==> config.mk <==
export PLATFORM = sky130hd
export DESIGN_NAME = tx_frac_bit_timer
export DESIGN_NICKNAME = d
export VERILOG_FILES = /design/src/rtl/tx_timer_pkg.sv /design/src/rtl/frac_rate_accum.sv /design/src/rtl/tx_frac_bit_timer.sv
export SDC_FILE = /design/constraint.sdc
export NUM_CORES = 1
export LEC_CHECK = 0
export ABC_AREA = 1
export CELL_PAD_IN_SITES_DETAIL_PLACEMENT = 1
export CELL_PAD_IN_SITES_GLOBAL_PLACEMENT = 1
export CORE_MARGIN = 4
export CORE_UTILIZATION = 41
export CTS_CLUSTER_DIAMETER = 40
export DETAILED_ROUTE_END_ITERATION = 10
export PLACE_DENSITY = 0.91
export SYNTH_ARGS = -nofsm -noshare
export SYNTH_HDL_FRONTEND = slang
export SYNTH_SLANG_ARGS = --single-unit
==> constraint.sdc <==
create_clock -name clk -period 3.74 [get_ports clk]
set_input_delay 0.374 -clock clk [delete_from_list [all_inputs] [get_ports clk]]
set_output_delay 0.374 -clock clk [all_outputs]
set_load 0.03 [all_outputs]
==> src/rtl/tx_timer_pkg.sv <==
// tx_timer_pkg: shared state encoding and default rate/frame settings for the TX bit timer
package tx_timer_pkg;
  typedef enum logic [1:0] {IDLE, RUN, PAUSE} timer_state_t;
  localparam int DEF_CYC_NUM     = 25;
  localparam int DEF_STROBES_DEN = 3;
  localparam int DEF_FRAME_BITS  = 8;
endpackage

==> src/rtl/frac_rate_accum.sv <==
// frac_rate_accum: Bresenham accumulator giving den wraps per num enabled clocks plus a mid-period pulse
module frac_rate_accum #(
  parameter int ACC_W = 8
) (
  input  logic             clk,
  input  logic             rst,
  input  logic             clr,
  input  logic             en,
  input  logic [ACC_W-1:0] num,
  input  logic [ACC_W-1:0] den,
  output logic             wrap,
  output logic             half
);
  logic [ACC_W-1:0] acc_q, acc_d, rem, half_num;
  logic [ACC_W:0]   sum;
  assign sum      = {1'b0, acc_q} + {1'b0, den};
  assign rem      = ACC_W'(sum - {1'b0, num});
  assign half_num = num >> 1;
  assign wrap     = sum >= {1'b0, num};
  assign half     = !wrap && acc_q < half_num && sum >= {1'b0, half_num};
  // Clear dominates; otherwise step by den only when enabled, folding back by num on wrap
  always_comb begin
    acc_d = clr ? '0 : !en ? acc_q : wrap ? rem : sum[ACC_W-1:0];
  end
  // Accumulator register
  always_ff @(posedge clk) begin
    if (rst) acc_q <= '0;
    else acc_q <= acc_d;
  end
endmodule

==> src/rtl/tx_frac_bit_timer.sv <==
// tx_frac_bit_timer: fractional-rate TX bit timer with pause/resume, one-shot and frame counting
module tx_frac_bit_timer
  import tx_timer_pkg::*;
#(
  parameter int ACC_W     = 8,
  parameter int BIT_CNT_W = 4
) (
  input  logic                 clk,
  input  logic                 rst,
  input  logic                 enable_timer,
  input  logic                 disable_timer,
  input  logic                 clear_timer,
  input  logic                 one_shot,
  input  logic [ACC_W-1:0]     cyc_num,
  input  logic [ACC_W-1:0]     strobes_den,
  input  logic [BIT_CNT_W-1:0] frame_bits,
  output logic                 shift_strobe,
  output logic                 sample_strobe,
  output logic [BIT_CNT_W-1:0] bit_count,
  output logic                 frame_complete,
  output logic                 busy,
  output logic                 cfg_err
);
  timer_state_t         state_q, state_d;
  logic [ACC_W-1:0]     num_q, num_d, den_q, den_d;
  logic [BIT_CNT_W-1:0] fb_q, fb_d, bc_q, bc_d, bc_inc;
  logic                 os_q, os_d;
  logic                 shift_q, shift_d, sample_q, sample_d, fc_q, fc_d;
  logic                 cfg_err_q, cfg_err_d, busy_q, busy_d;
  logic                 cfg_ok, idle_go, start, adv, wrap, half;
  assign cfg_ok  = cyc_num != '0 && strobes_den != '0 && frame_bits != '0
                   && ({1'b0, strobes_den} << 1) <= {1'b0, cyc_num};
  assign idle_go = state_q == IDLE && enable_timer && !disable_timer && !clear_timer;
  assign start   = idle_go && cfg_ok;
  assign adv     = state_q == RUN && !disable_timer && !clear_timer;
  frac_rate_accum #(.ACC_W(ACC_W)) u_accum (
    .clk  (clk),
    .rst  (rst),
    .clr  (clear_timer | start),
    .en   (adv),
    .num  (num_q),
    .den  (den_q),
    .wrap (wrap),
    .half (half)
  );
  // Next state, config latch, bit counter and strobe outputs; clear and disable suppress strobes via adv
  always_comb begin
    bc_inc    = bc_q == fb_q ? BIT_CNT_W'(1) : bc_q + BIT_CNT_W'(1);
    shift_d   = adv && wrap;
    sample_d  = adv && half;
    fc_d      = shift_d && bc_inc == fb_q;
    cfg_err_d = idle_go && !cfg_ok;
    num_d     = start ? cyc_num : num_q;
    den_d     = start ? strobes_den : den_q;
    fb_d      = start ? frame_bits : fb_q;
    os_d      = start ? one_shot : os_q;
    bc_d      = (clear_timer || start) ? '0 : shift_d ? bc_inc : bc_q;
    state_d   = clear_timer                                            ? IDLE  :
                start                                                  ? RUN   :
                (state_q == RUN && disable_timer)                      ? PAUSE :
                (fc_d && os_q)                                         ? IDLE  :
                (state_q == PAUSE && enable_timer && !disable_timer)   ? RUN   :
                                                                         state_q;
    busy_d    = state_d != IDLE;
  end
  // State, latched config and registered outputs; reset discards everything
  always_ff @(posedge clk) begin
    if (rst) begin
      state_q   <= IDLE;
      num_q     <= '0;
      den_q     <= '0;
      fb_q      <= '0;
      os_q      <= 1'b0;
      bc_q      <= '0;
      shift_q   <= 1'b0;
      sample_q  <= 1'b0;
      fc_q      <= 1'b0;
      cfg_err_q <= 1'b0;
      busy_q    <= 1'b0;
    end else begin
      state_q   <= state_d;
      num_q     <= num_d;
      den_q     <= den_d;
      fb_q      <= fb_d;
      os_q      <= os_d;
      bc_q      <= bc_d;
      shift_q   <= shift_d;
      sample_q  <= sample_d;
      fc_q      <= fc_d;
      cfg_err_q <= cfg_err_d;
      busy_q    <= busy_d;
    end
  end
  assign shift_strobe   = shift_q;
  assign sample_strobe  = sample_q;
  assign bit_count      = bc_q;
  assign frame_complete = fc_q;
  assign busy           = busy_q;
  assign cfg_err        = cfg_err_q;
endmodule
==> metrics.yaml, run 1 <==
status: "complete, no violations"
synthToLayoutAreaGrowth_pct: 19.5
grt_max_degree: 21
relSlewSlack: 0.517
synth_edf_count: 0
ir_worst_vdd_v: 0.000181
cp_cell_sequence: "ha_1, fa_1, nand3_1, nand2_1, a31oi_1, xor2_1, inv_1, ha_1, nand2_1, nor2_1, a21oi_1, nand2_1, nand2_2, a21oi_4, nand3_2, nand2_1, nand2_1, nand2_2, nand2_1"
die_area_mm2: 0.00849
final_cell_mix: "nand2_1, inv_1, a21oi_1"
async_flop_share: 0
first_iter_violations: 111
maxSlewViolCount: 0
die_w_um: 92.2
cts_tree: "done"
setup_viol: 0
place_area_mm2: 0.00334
drive_gt1_frac: 0.0646
crit_top_cell: "nand2_1"
syn-num-nets: 476
worstPathMaxFanout: 7
crit_buf_inv: 1
cts_resized: 0
drc: 0
clk_pin_slew_ns: 0.08
min_path_type: "reg -> reg"
boundaryPins: 35
gp_congestion: 0.863
routedWlPerCell_um: 16.8
die_y_um: 92.2
portBuffers: 34
cts_sinks: 40
skew_ns: 0.00324
stdcell_area_mm2: 0.00347
fillers: 927
grt_pass1_vias: 3143
min_period_ns: 3.27
synth_seq_cells: 40
numCtsBuffers: 5
grt_first_pass_wirelength_mm: 14.9
layout_commonest_cell: "nand2_1"
end_kind: "register"
r2r_slack_ns: 0.47
netlist_area_mm2: 0.00290
track_usage: 0.220
power.density_mw_per_mm2: 292
fin_nets: 513
start_util: 0.425
cp_data_arrival_time_ns: 3.47
crit_type: "reg -> reg"
clockRootBuffer: "clkbuf_8"
critPathTopFamily: "simple AND/OR/NAND/NOR gates"
dp.final_hpwl_mm: 7.20
routed_wl_mm: 9.14
syn_area_per_cell_um2: 7.07
vias: 2955
max-clock-path-buffers: 2
clock.fmax_mhz: 306
critPathLaunchType: "register"
clk_latency_ns: 0.30
syn_inst: 411
cp_data_required_time_ns: 3.94
hold_buffers: 0
ys.flop_type: "dfxtp_1"
drtPass1Iterations: 4
drv_cap: 0
vias_per_cell: 5.42
htree_levels: 2
yosysSeqAreaShare: 0.276
slowest_delay_ns: 0.41
core.rowCount: 30
critPathSlowestCell: "fa_1"
synth_cell_types: 40
ys_warn_count: 0
globalRouteOverflowTotal: 0
n_antenna_cell: 0
finalCritPeriodShare: 0.874
coreArea_mm2: 0.00683
p_leak_nw: 1.61
timing.hold.ws_ns: 0.453
rsz0062_at_grt: "false"
final.setup.tns_ns: 0
antenna_left: 0
tightest_slew_ns: 0.719
antenna_found_initial: 0
hold_viol_final: 0
postCtsSetupRepairBufs: 0
## layer usage
layer,GRT usage,wire [µm],up-vias
li1,-,-,1437
met1,0.272,4070,1419
met2,0.385,4490,74
met3,0.0304,330,25
met4,0.0842,247,0
met5,0,0,-
## sequential cells by signal (all words and copies together) (netlist names), 2 cells and up
| name | count |
|---|---|
| bit_count | 4 |
| u_accum.acc_q | 8 |
| state_q | 2 |
| den_q | 8 |
| fb_q | 4 |
| num_q | 8 |
## worst reg2reg max path: stages (launching register included)
cell and delay [ns]:
dfxtp_1 0.32, ha_1 0.22, fa_1 0.41, nand3_1 0.09, nand2_1 0.11, a31oi_1 0.18, xor2_1 0.20, inv_1 0.10
ha_1 0.34, nand2_1 0.09, nor2_1 0.14, a21oi_1 0.09, nand2_1 0.10, nand2_2 0.10, a21oi_4 0.27, nand3_2 0.13
nand2_1 0.10, nand2_1 0.07, nand2_2 0.07, nand2_1 0.05
## worst paths after layout
path | startpoint | to | depth (start not counted)
setup / recovery | den_q[0]$_SDFFE_PP0P_ | busy$_SDFF_PP0_ | 19
hold / removal | den_q[7]$_SDFFE_PP0P_ | den_q[7]$_SDFFE_PP0P_ | 2
setup reg to reg | den_q[0]$_SDFFE_PP0P_ | busy$_SDFF_PP0_ | 19
hold reg to reg | den_q[7]$_SDFFE_PP0P_ | den_q[7]$_SDFFE_PP0P_ | 2
## metrics by stage
step | power [mW] | utilization | instances | setup WS (ns)
final | 1.01 | 0.508 | 545 | 0.470
after global routing | 1.05 | 0.508 | 545 | 0.299
after CTS | 1.01 | 0.508 | 545 | 0.519
after detailed placement | 0.621 | 0.489 | 537 | 0.692
after global placement | 0.611 | 0.489 | 537 | 0.801
after floorplan | 0.552 | - | 411 | 1.03
## power by group
| part | internal, mW | switching [mW] | total (mW) | leakage (nW) |
|---|---|---|---|---|
| Clock | 0.236 | 0.161 | 0.397 | 0.0645 |
| Combinational | 0.0725 | 0.108 | 0.181 | 1.22 |
| Sequential | 0.431 | 0.00358 | 0.435 | 0.323 |
## cell families (layout without fill, tap and decap cells)
kind of cell	after synthesis	count (layout)	synth area share
and+or+nand+nor	180	180	0.280
adders and majority gates	39	39	0.173
AOI/OAI and AO/OA	78	78	0.154
DFF	40	40	0.276
buffers and inverters	64	102	0.0870
xor gates and xnor gates	10	10	0.0302
## Yosys cell counts, drive strengths merged (2+ instances only)
cell / number / share of area
dfxtp: 40 / 0.28
o21ai: 18 / 0.031
o211ai: 3 / 0.0095
nand2: 116 / 0.16
nor4: 5 / 0.016
a21oi: 45 / 0.081
o221ai: 2 / 0.0060
ha: 37 / 0.16
nor2: 21 / 0.032
fa: 2 / 0.014
inv: 58 / 0.076
buf: 4 / 0.0086
nand3b: 2 / 0.0052
nand4: 3 / 0.0065
xor2: 9 / 0.027
nor3: 5 / 0.0086
a31oi: 2 / 0.0043
a21o: 3 / 0.0078
nand3: 27 / 0.052
## final cells by class
type,count,area (µm²),share of cell area
multi-input combinational,307,1850,0.533
sequential,40,801,0.231
timing repair buffer,35,348,0.100
inverter,59,224,0.0646
tap,96,120,0.0346
clock buffer,7,96.3,0.0278
clock inverter,1,30.0,0.00865
Note: power is estimated with default switching activity, not from simulation.
==> run 2, diff against run 1 <==
- CORE_UTILIZATION: 41 -> 30
- PLACE_DENSITY: 0.91 -> 0.72
==> run 2 against run 1 <==
Final cell count increased by 6.2%. Largest power group unchanged. Sequential cell count unchanged. Setup slack improved by 0.12 ns. Global-route usage decreased by 5.7 points. Core utilization decreased by 13 points. Clock skew about the same. Highest routed layer unchanged.
==> metrics.yaml, run 2 (same netlist as run 1, synthesis figures left out) <==
start_util: 0.311  # was 0.425
cp_data_required_time_ns: 3.95  # was 3.94 ns
finalNonFillerCells: 579  # was 545
tightest_slew_ns: 0.627  # was 0.719 ns
track_usage: 0.163  # was 0.220
worstRegToRegCells: 16  # was 19
critPathTopFamily: "adder cells"  # was simple AND/OR/NAND/NOR gates
slowest_delay_ns: 0.42  # was 0.41 ns
cts_tree: "done"  # unchanged
ir_worst_vdd_v: 0.000200  # was 0.000181 V
power.density_mw_per_mm2: 277  # was 292 mW/mm²
die_w_um: 106  # was 92.2 µm
htree_levels: 2  # unchanged
grt_first_pass_wirelength_mm: 14.7  # was 14.9 mm
status: "complete, no violations"  # unchanged
vias: 2802  # was 2955
reg_top3: "den_q (8), num_q (8), u_accum.acc_q (8)"  # unchanged
max-clock-path-buffers: 2  # unchanged
p_leak_nw: 1.61  # about the same
finalCritPeriodShare: 0.842  # was 0.874
gp_congestion: 0.912  # was 0.863
critPathLaunchType: "register"  # unchanged
antenna_left: 0  # unchanged
fin_ws_ns: 0.592  # was 0.470 ns
clk_latency_ns: 0.30  # about the same
cp.depth: 16  # was 19
drc: 0  # unchanged
hold_buffers: 0  # unchanged
min_period_ns: 3.15  # was 3.27 ns
hold_viol_final: 0  # unchanged
critPathSlowestCell: "fa_1"  # unchanged
skew_ns: 0.00355  # was 0.00324 ns
fin_nets: 514  # was 513
worstPathMaxFanout: 6  # was 7
drtPass1Iterations: 6  # was 4
globalRouteOverflowTotal: 0  # unchanged
min_path_type: "reg -> reg"  # unchanged
place_area_mm2: 0.00339  # was 0.00334 mm²
die_y_um: 106  # was 92.2 µm
routedWlPerCell_um: 14.8  # was 16.8 µm
cts_sinks: 40  # unchanged
crit_buf_inv: 1  # unchanged
routed_wl_mm: 8.57  # was 9.14 mm
clockRootBuffer: "clkbuf_8"  # unchanged
first_iter_violations: 85  # was 111
setup_viol: 0  # unchanged
core.rowCount: 35  # was 30
fillers: 1142  # was 927
stdcell_area_mm2: 0.00350  # was 0.00347 mm²
clk_pin_slew_ns: 0.08  # about the same
dp.final_hpwl_mm: 7.01  # was 7.20 mm
relSlewSlack: 0.581  # was 0.517
synthToLayoutAreaGrowth_pct: 20.6  # was 19.5%
cp_cell_sequence: "ha_1, fa_1, nand3_1, nand2_1, a31oi_1, xor2_1, inv_1, ha_1, a21o_1, a21oi_1, nand2_1, nand2_2, nand2_4, nor2_4, nand2_1, a211oi_1"  # was ha_1, fa_1, nand3_1, nand2_1, a31oi_1, xor2_1, inv_1, ha_1, nand2_1, nor2_1, a21oi_1, nand2_1, nand2_2, a21oi_4, nand3_2, nand2_1, nand2_1, nand2_2, nand2_1
numCtsBuffers: 5  # unchanged
vias_per_cell: 4.84  # was 5.42
die_area_mm2: 0.0113  # was 0.00849 mm²
end_kind: "register"  # unchanged
portBuffers: 34  # unchanged
worstHoldPathCells: 2  # unchanged
drv_cap: 0  # unchanged
rsz0062_at_grt: "false"  # unchanged
final.setup.tns_ns: 0  # unchanged
final_cell_mix: "nand2_1, inv_1, a21oi_1"  # unchanged
cts_resized: 0  # unchanged
clock.fmax_mhz: 318  # was 306 MHz
cp_data_arrival_time_ns: 3.36  # was 3.47 ns
drive_gt1_frac: 0.0667  # was 0.0646
grt_max_degree: 32  # was 21
postCtsSetupRepairBufs: 0  # unchanged
layout_commonest_cell: "nand2_1"  # unchanged
boundaryPins: 35  # unchanged
n_antenna_cell: 0  # unchanged
coreArea_mm2: 0.00933  # was 0.00683 mm²
antenna_found_initial: 0  # unchanged
crit_type: "reg -> reg"  # unchanged
crit_top_cell: "nand2_1"  # unchanged
dp.cells: 571  # was 537
maxSlewViolCount: 0  # unchanged
place_ws_ns: 0.614  # was 0.692 ns
grt_pass1_vias: 2979  # was 3143
## run 2: layout make-up
cell class                 instances  area (µm²)  share of cell area
tap                              129         161              0.0461
sequential                        40         801               0.229
timing repair buffer              36         355               0.101
clock buffer                       5        68.8              0.0196
inverter                          59         224              0.0639
clock inverter                     3        42.5              0.0121
multi-input combinational        307        1850               0.528
## run 2: stage by stage
stage / utilization / hold slack (ns) / power [mW]
floorplan: - / 0.422 / 0.552
global placement: 0.364 / 0.441 / 0.614
detailed placement: 0.364 / 0.437 / 0.618
CTS: 0.376 / 0.452 / 0.982
global route: 0.376 / 0.499 / 1.02
finish: 0.376 / 0.453 / 0.971
## run 2: path summary, 6_finish.rpt
| check | start | to | slack, ns |
|---|---|---|---|
| min reg2reg | den_q[7]$_SDFFE_PP0P_ | den_q[7]$_SDFFE_PP0P_ | 0.45 |
| min | den_q[7]$_SDFFE_PP0P_ | den_q[7]$_SDFFE_PP0P_ | 0.45 |
| max | den_q[0]$_SDFFE_PP0P_ | sample_strobe$_SDFF_PP0_ | 0.59 |
| max reg2reg | den_q[0]$_SDFFE_PP0P_ | sample_strobe$_SDFF_PP0_ | 0.59 |
## run 2: tightest hold or removal path: cells and delay by family (launching register included)
family        cells  cell delay (ns)
flops             1             0.32
simple gates      2             0.10
## run 2: power by group
| group | leakage [nW] | switching, mW | internal, mW | total (mW) |
|---|---|---|---|---|
| clock | 0.0541 | 0.165 | 0.198 | 0.362 |
| sequential | 0.323 | 0.00338 | 0.431 | 0.435 |
| combinational | 1.23 | 0.102 | 0.0724 | 0.174 |
## run 2: metal layers
layer,global-route usage,wire [µm],up-vias
met5,0,0,-
met3,0.0231,248,12
met4,0.0490,137,0
met1,0.201,4000,1318
li1,-,-,1434
met2,0.290,4180,38
